### src/rtl/i2c_lcd_backpack_responder.sv
// Write-only I2C target modelling a PCF8574 LCD backpack; rebuilds HD44780 nibbles into bytes.
// byte_valid 3 clk after raw SCL rise of bit 0, lcd_valid 1 clk later; no backpressure (ACKs every byte).
module i2c_lcd_backpack_responder #(
    parameter logic [6:0] DEV_ADDR = 7'h27
) (
    input  logic       clk,
    input  logic       reset_p,
    input  logic       scl,
    input  logic       sda_in,
    input  logic       nibble_sync,
    output logic       sda_pull_low,
    output logic [7:0] byte_out,
    output logic       byte_valid,
    output logic       backlight,
    output logic [7:0] lcd_byte,
    output logic       lcd_rs,
    output logic       lcd_valid,
    output logic       busy
);

    typedef enum logic [2:0] {IDLE, ADDR, ADDR_ACK, DATA, DATA_ACK, IGNORE} state_t;

    state_t     state;
    logic       scl_s1, scl_s2, scl_prev;
    logic       sda_s1, sda_s2, sda_prev;
    logic [7:0] shift;
    logic [2:0] bit_cnt;
    logic       en_prev;
    logic       nib_low;

    logic       scl_rise, scl_fall, start_det, stop_det, en_fall;
    logic [7:0] shift_next;

    assign scl_rise   = scl_s2 & ~scl_prev;
    assign scl_fall   = ~scl_s2 & scl_prev;
    assign start_det  = scl_s2 & scl_prev & sda_prev & ~sda_s2;
    assign stop_det   = scl_s2 & scl_prev & ~sda_prev & sda_s2;
    // The 8th bit is folded in combinationally so byte_out lands on the same edge as the rise.
    assign shift_next = {shift[6:0], sda_s2};

    always_ff @(posedge clk) begin
        if (reset_p) begin
            state        <= IDLE;
            scl_s1       <= 1'b1;
            scl_s2       <= 1'b1;
            scl_prev     <= 1'b1;
            sda_s1       <= 1'b1;
            sda_s2       <= 1'b1;
            sda_prev     <= 1'b1;
            shift        <= 8'h00;
            bit_cnt      <= 3'd0;
            sda_pull_low <= 1'b0;
            byte_out     <= 8'h00;
            byte_valid   <= 1'b0;
            backlight    <= 1'b0;
            busy         <= 1'b0;
        end else begin
            scl_s1     <= scl;
            scl_s2     <= scl_s1;
            scl_prev   <= scl_s2;
            sda_s1     <= sda_in;
            sda_s2     <= sda_s1;
            sda_prev   <= sda_s2;
            byte_valid <= 1'b0;

            if (start_det) begin
                state        <= ADDR;
                bit_cnt      <= 3'd0;
                busy         <= 1'b1;
                sda_pull_low <= 1'b0;
            end else if (stop_det) begin
                state        <= IDLE;
                busy         <= 1'b0;
                sda_pull_low <= 1'b0;
            end else begin
                case (state)
                    ADDR, DATA: begin
                        if (scl_rise) begin
                            shift   <= shift_next;
                            bit_cnt <= bit_cnt + 3'd1;
                            if (bit_cnt == 3'd7) begin
                                if (state == ADDR) begin
                                    state <= (shift_next[7:1] == DEV_ADDR && !shift_next[0])
                                             ? ADDR_ACK : IGNORE;
                                end else begin
                                    byte_out   <= shift_next;
                                    byte_valid <= 1'b1;
                                    backlight  <= shift_next[3];
                                    state      <= DATA_ACK;
                                end
                            end
                        end
                    end
                    ADDR_ACK, DATA_ACK: begin
                        // First SCL fall after bit 0 starts the ACK slot, the second ends it.
                        if (scl_fall) begin
                            if (!sda_pull_low) begin
                                sda_pull_low <= 1'b1;
                            end else begin
                                sda_pull_low <= 1'b0;
                                bit_cnt      <= 3'd0;
                                state        <= DATA;
                            end
                        end
                    end
                    default: ;
                endcase
            end
        end
    end

    // Byte layout: P0=RS, P1=RW, P2=EN, P3=BL, P7:4=D7:4.
    assign en_fall = byte_valid & en_prev & ~byte_out[2] & ~byte_out[1];

    always_ff @(posedge clk) begin
        if (reset_p) begin
            en_prev   <= 1'b0;
            nib_low   <= 1'b0;
            lcd_byte  <= 8'h00;
            lcd_rs    <= 1'b0;
            lcd_valid <= 1'b0;
        end else begin
            lcd_valid <= 1'b0;
            if (byte_valid) begin
                en_prev <= byte_out[2];
            end
            if (en_fall) begin
                if (nibble_sync || !nib_low) begin
                    lcd_byte[7:4] <= byte_out[7:4];
                    lcd_rs        <= byte_out[0];
                    nib_low       <= 1'b1;
                end else begin
                    lcd_byte[3:0] <= byte_out[7:4];
                    lcd_valid     <= 1'b1;
                    nib_low       <= 1'b0;
                end
            end else if (nibble_sync) begin
                nib_low <= 1'b0;
            end
        end
    end

endmodule

### config.mk
export PLATFORM = sky130hd
export DESIGN_NAME = i2c_lcd_backpack_responder
export DESIGN_NICKNAME = d
export VERILOG_FILES = /design/src/rtl/i2c_lcd_backpack_responder.sv
export SDC_FILE = /design/constraint.sdc
export NUM_CORES = 1
export LEC_CHECK = 0
export BUFFER_PORTS_ARGS = -buffer_cell sky130_fd_sc_hd__buf_2
export CAP_MARGIN = 10
export CORE_MARGIN = 2
export CORE_UTILIZATION = 59
export DETAILED_ROUTE_END_ITERATION = 8
export GPL_TIMING_DRIVEN = 0
export PLACE_DENSITY = 0.83
export SETUP_SLACK_MARGIN = 0.5
export SYNTH_ARGS = -nofsm -noshare
export SYNTH_HDL_FRONTEND = slang
export SYNTH_SLANG_ARGS = --single-unit
### constraint.sdc
create_clock -name clk -period 3.3 [get_ports clk]
set_input_delay 0.165 -clock clk [delete_from_list [all_inputs] [get_ports clk]]
set_output_delay 0.165 -clock clk [all_outputs]
set_load 0.01 [all_outputs]
# Word level (Yosys, flattened, before mapping)

Index checks and enable logic that the tools add are counted.

Bitwise operators: 24
$add $sub $neg: 1
Muxes and demuxes: 21
Equality and inequality tests: 14
Reduce and logical (&&, ||, !) cells: 22

Operators by type and width:

| operator            | number |
|---|---|
| $mux 3              | 9 |
| $ne 4x4->1 const B  | 4 |
| $reduce_and 5->1    | 3 |
| $not 1->1           | 14 |
| $pmux 3 s2          | 2 |
| $and 1x1->1         | 10 |
| $mux 1              | 10 |
| $ne 2x2->1 const B  | 4 |
| $reduce_or 2->1     | 4 |
| $eq 7x6->1 const B  | 1 |
| $eq 3x2->1 const B  | 2 |
| $eq 3x3->1 const B  | 2 |
| $reduce_and 2->1    | 3 |
| $reduce_and 6->1    | 1 |
| $reduce_bool 2->1   | 3 |
| $reduce_or 6->1     | 1 |
| $reduce_and 4->1    | 1 |
| $reduce_bool 4->1   | 1 |
| $add 3x1->3 const B | 1 |
| $eq 3x1->1 const B  | 1 |
| $reduce_or 3->1     | 1 |
| $logic_not 1->1     | 2 |
| $logic_and 1x1->1   | 1 |
| $logic_or 1x1->1    | 1 |

Logic and storage cells: 103
Register bits: 43
Input port bits: 5

# Depth between registers and ports, before layout

Depth after elaboration: 9
Depth in mapped cells: 8
Depth with buffers taken out: 7

# Least setup slack after synthesis

No wires, ideal clock.

Path kind: reg2reg
Start point: register sda_s2
End point: register state[1]
Path slack: 1.526 ns
Data arrival time: 1.714 ns
Path buffers: 1
Cell stages (with the launch flop): 6
Period minus slack after synthesis: 1.774 ns
Cells stage by stage: dfxtp_1 > buf_6 > or4b_4 > or4_4 > a21oi_2 > o221a_1

Word-level cells in the longest chain between the ends: 7
Elaborated cells between the ends (all ways): 11
Classes of those cells: 5 x mux; 3 x bitwise; 3 x reduce/logical

Ends and longest elaborated chain:

| item                   | RTL line | RTL |
|---|---|---|
| start, declared        | 25       | `logic sda_s1, sda_s2, sda_prev;` |
| start signal, assigned | 62       | `sda_s2 <= sda_s1;` |
| $logic_not 1->1        | 83       | `state <= (shift_next[7:1] == DEV_ADDR && !shift_next[0])` |
| $logic_and 1x1->1      | 83       |  |
| $mux 3                 | 84       | `? ADDR_ACK : IGNORE;` |
| $mux 3                 | 82       | `if (state == ADDR) begin` |
| $mux 3                 | 81       | `if (bit_cnt == 3'd7) begin` |
| $mux 3                 | 78       | `if (scl_rise) begin` |
| $pmux 3 s2             | 76       | `case (state)` |
| end signal, assigned   | 83       |  |
| end, declared          | 23       | `state_t state;` |

Several ways; a longest one is shown, not always the timed one. The select of a mux whose other input is x is not followed.
A chain may end at the register's enable or synchronous reset.

# Worst setup path after layout

Start point: register scl_s2
End point: register byte_out[5]

Word-level cells in the longest chain between the ends: 5
Elaborated cells between the ends (all ways): 9
Classes of those cells: 8 x bitwise; 1 x reduce/logical

Ends and longest elaborated chain:

| item                                         | RTL line | RTL |
|---|---|---|
| start, declared                              | 24       | `logic scl_s1, scl_s2, scl_prev;` |
| start signal, assigned                       | 59       | `scl_s2 <= scl_s1;` |
| $and 1x1->1                                  | 36, 37   |  |
| $and 1x1->1 (on tied branches) (2 in series) | 37, 36   |  |
| $not 1->1 (no source line)                   | n/a      |  |
| $reduce_and 6->1 (no source line) *          | n/a      |  |
| end signal, assigned                         | 86       | `byte_out <= shift_next;` |
| end, declared                                | 12       | `output logic [7:0] byte_out,` |

Every way passes the cells marked *; elsewhere a longest branch is shown, timed or not.

==> impl_metrics.ini <==
[sta]
finalCriticalPeriod_ns = 1.94
rsz0062_at_grt = no
drv_slew = 0
clock.fmax_mhz = 516
fin_crit_sh_pct = 58.7
max_slew_margin_pct = 48.0
hold_viol = 0
fin_skew_ns = 0.0159
worst_pin_slew_ns = 0.775
setup_viol = 0
tns_ns = 0

[cts]
clk_pin_slew_ns = 0.12
cts-buffers-inserted = 5
clock-root-buffer = clkbuf_4
tritoncts = built
postCtsSetupBuffers = 0
cts_max_level = 2
clockBufferDepth = 2
clock-sinks = 42
clock_latency_ns = 0.35

[detailed_routing]
drt_iter0_markers = 72
via_per_inst = 5.62
routed_wl_um = 3500
wire_per_inst_um = 14.5
vias = 1359
route.detailed.drc = 0
dr.pass1.iters = 4
ant_nets = 0

[outcome]
status = finished, final reports clean

[die]
die_w_um = 58.1
coreArea_um2 = 2760
start_util_pct = 62.5
die_area_um2 = 3370
top_level_ports = 27
fp.dieH_um = 58.1
fp-row-count = 19

[yosys]
yosysUniqueCellTypes = 40
netlist_area_um2 = 1720
synth-seq-cells = 42
synth_top_area_cell = dfxtp_1
syn-mean-instance-area_um2 = 9.74
yosysSeqAreaShare_pct = 48.8
synthTopCellsByArea = dfxtp_1 (49%), mux2i_1 (13%), nor2_1 (6.3%)
synthesis.nets = 184
yosysWarnings = 0
syn_inst = 177
synth_top_area_share_pct = 48.8

[place]
place.gp.congestion = 0.761
hpwl_um = 2590
port_buffers = 25

[final_layout]
area_growth_pct = 13.3
nNetsFinal = 218
final_cell_mix = dfxtp_1 (42), nor2_1 (29), buf_2 (27)
layout_commonest_cell = dfxtp_1
drive_gt1_share_pct = 22.7
fillers = 227
num_antenna_cells = 0

[setup_path]
r2r_cells = 8
r2r-start = scl_s2$_SDFF_PP1_
r2r_slack_ns = 1.36
crit_fanout = 9
worstReg2RegEnd = byte_out[5]$_SDFFE_PP0P_
worstSetupEndpointType = flip-flop
critical_path_class = flip-flop to flip-flop
critPathLaunch = scl_s2$_SDFF_PP1_
crit_arrival_ns = 2.17
critPathLaunchType = flip-flop
crit_end = byte_out[5]$_SDFFE_PP0P_
cp.required_ns = 3.53

[global_route]
antenna_found_initial = 0
grt_max_degree = 12
grt_first_pass_wirelength_um = 5810
grt_usage_pct = 23.1
grt_pass1_vias = 1305
overflow = 0

[power]
power_leakage_nw = 0.879
total_power_uw = 781
power_density_nw_per_um2 = 400
irDropWorstVdd_mv = 0.422

[run]
max_cap_viol_count = 0

[min_path]
hp-class = input pin to flip-flop
[kinds of logic (layout without fill, tap and decap cells)]
logic type | Yosys count | count (layout) | share of synthesized area (%)
DFF | 42 | 42 | 48.8
AOI/OAI and AO/OA | 23 | 23 | 9.36
xor gates and xnor gates | 4 | 4 | 2.47
and+or+nand+nor | 70 | 70 | 21.3
adders and majority gates | 2 | 2 | 1.45
muxes | 22 | 22 | 12.8
buffers and inverters | 14 | 48 | 3.85
[worst min path at each step]
stage / cells after the start / startpoint / slack [ns] / end
2_1_floorplan: 1 / scl / 0.27 / scl_s1$_SDFF_PP1_
3_3_place_gp: 2 / scl / 0.35 / scl_s1$_SDFF_PP1_
3_5_place_dp: 2 / scl / 0.35 / scl_s1$_SDFF_PP1_
4_1_cts: 2 / reset_p / 0.19 / shift[1]$_SDFFE_PP0P_
5_1_grt: 2 / reset_p / 0.20 / shift[1]$_SDFFE_PP0P_
6_report: 2 / reset_p / 0.20 / shift[1]$_SDFFE_PP0P_
[cell usage after synthesis, drive strengths merged]
| cell | count |
|---|---|
| a211oi | 1 |
| a21o | 1 |
| a21oi | 11 |
| a31o | 1 |
| a31oi | 1 |
| and3 | 2 |
| and3b | 1 |
| buf | 4 |
| clkbuf | 8 |
| dfxtp | 42 |
| ha | 2 |
| inv | 2 |
| mux2i | 22 |
| nand2 | 10 |
| nand2b | 4 |
| nand3 | 5 |
| nand3b | 2 |
| nand4b | 2 |
| nor2 | 29 |
| nor2b | 2 |
| nor3 | 1 |
| nor4bb | 2 |
| o211ai | 2 |
| o21a | 1 |
| o21bai | 1 |
| o221a | 1 |
| o22a | 1 |
| o22ai | 2 |
| or2 | 6 |
| or3b | 2 |
| or4 | 1 |
| or4b | 1 |
| xnor2 | 3 |
| xor2 | 1 |
[per-layer routing]
metal	routed length [um]	GRT usage, %	vias to the layer above
li1	-	-	675
met1	1490	26.4	652
met2	1850	39.4	25
met3	100	4.46	7
met4	61	14.3	0
met5	0	0	-
[critical path, stage by stage (launching register included)]
cell      delay, ns
dfxtp_1        0.33
clkbuf_1       0.27
nor2b_1        0.20
and3_1         0.16
buf_2          0.25
o211ai_1       0.12
buf_2          0.22
mux2i_1        0.20
nor2_1         0.06
[where the power goes]
part	switching, mW	internal, mW
Combinational	0.0199	0.0139
Clock	0.153	0.0805
Sequential	0.00241	0.511
[repair_timing]
item,CTS,global route
hold buffers,2,0
hold endpoints to repair,2,0
resized for setup,0,0
[metrics by stage]
step / area [um^2] / hold slack, ns / utilization [%] / instances / worst slack [ns]
2_1_floorplan: 1720 / 0.269 / - / 177 / 1.53
3_3_place_gp: 1890 / 0.349 / 68.5 / 233 / 1.46
3_5_place_dp: 1890 / 0.353 / 68.5 / 233 / 1.40
4_1_cts: 1950 / 0.187 / 70.8 / 242 / 1.36
5_1_grt: 1950 / 0.199 / 70.8 / 242 / 1.17
6_report: 1950 / 0.198 / 70.8 / 242 / 1.36
[state kept, by name (all words and copies together) (netlist names), 3 cells and up]
register	flops
lcd_byte	8
state	3
bit_cnt	3
shift	7
byte_out	8
[area by class of cell]
type                    instances  area [um^2]  area share [%]
well taps                      31         38.8            1.99
repair buffers                 27          145            7.43
clock buffers                   7         45.0            2.31
inverters                       2         7.51           0.384
flip-flops and latches         42          841            43.0
multi-input cells             121          817            41.8
plain buffers                  12         58.8            3.01
Power figures use the tool's default switching activity.
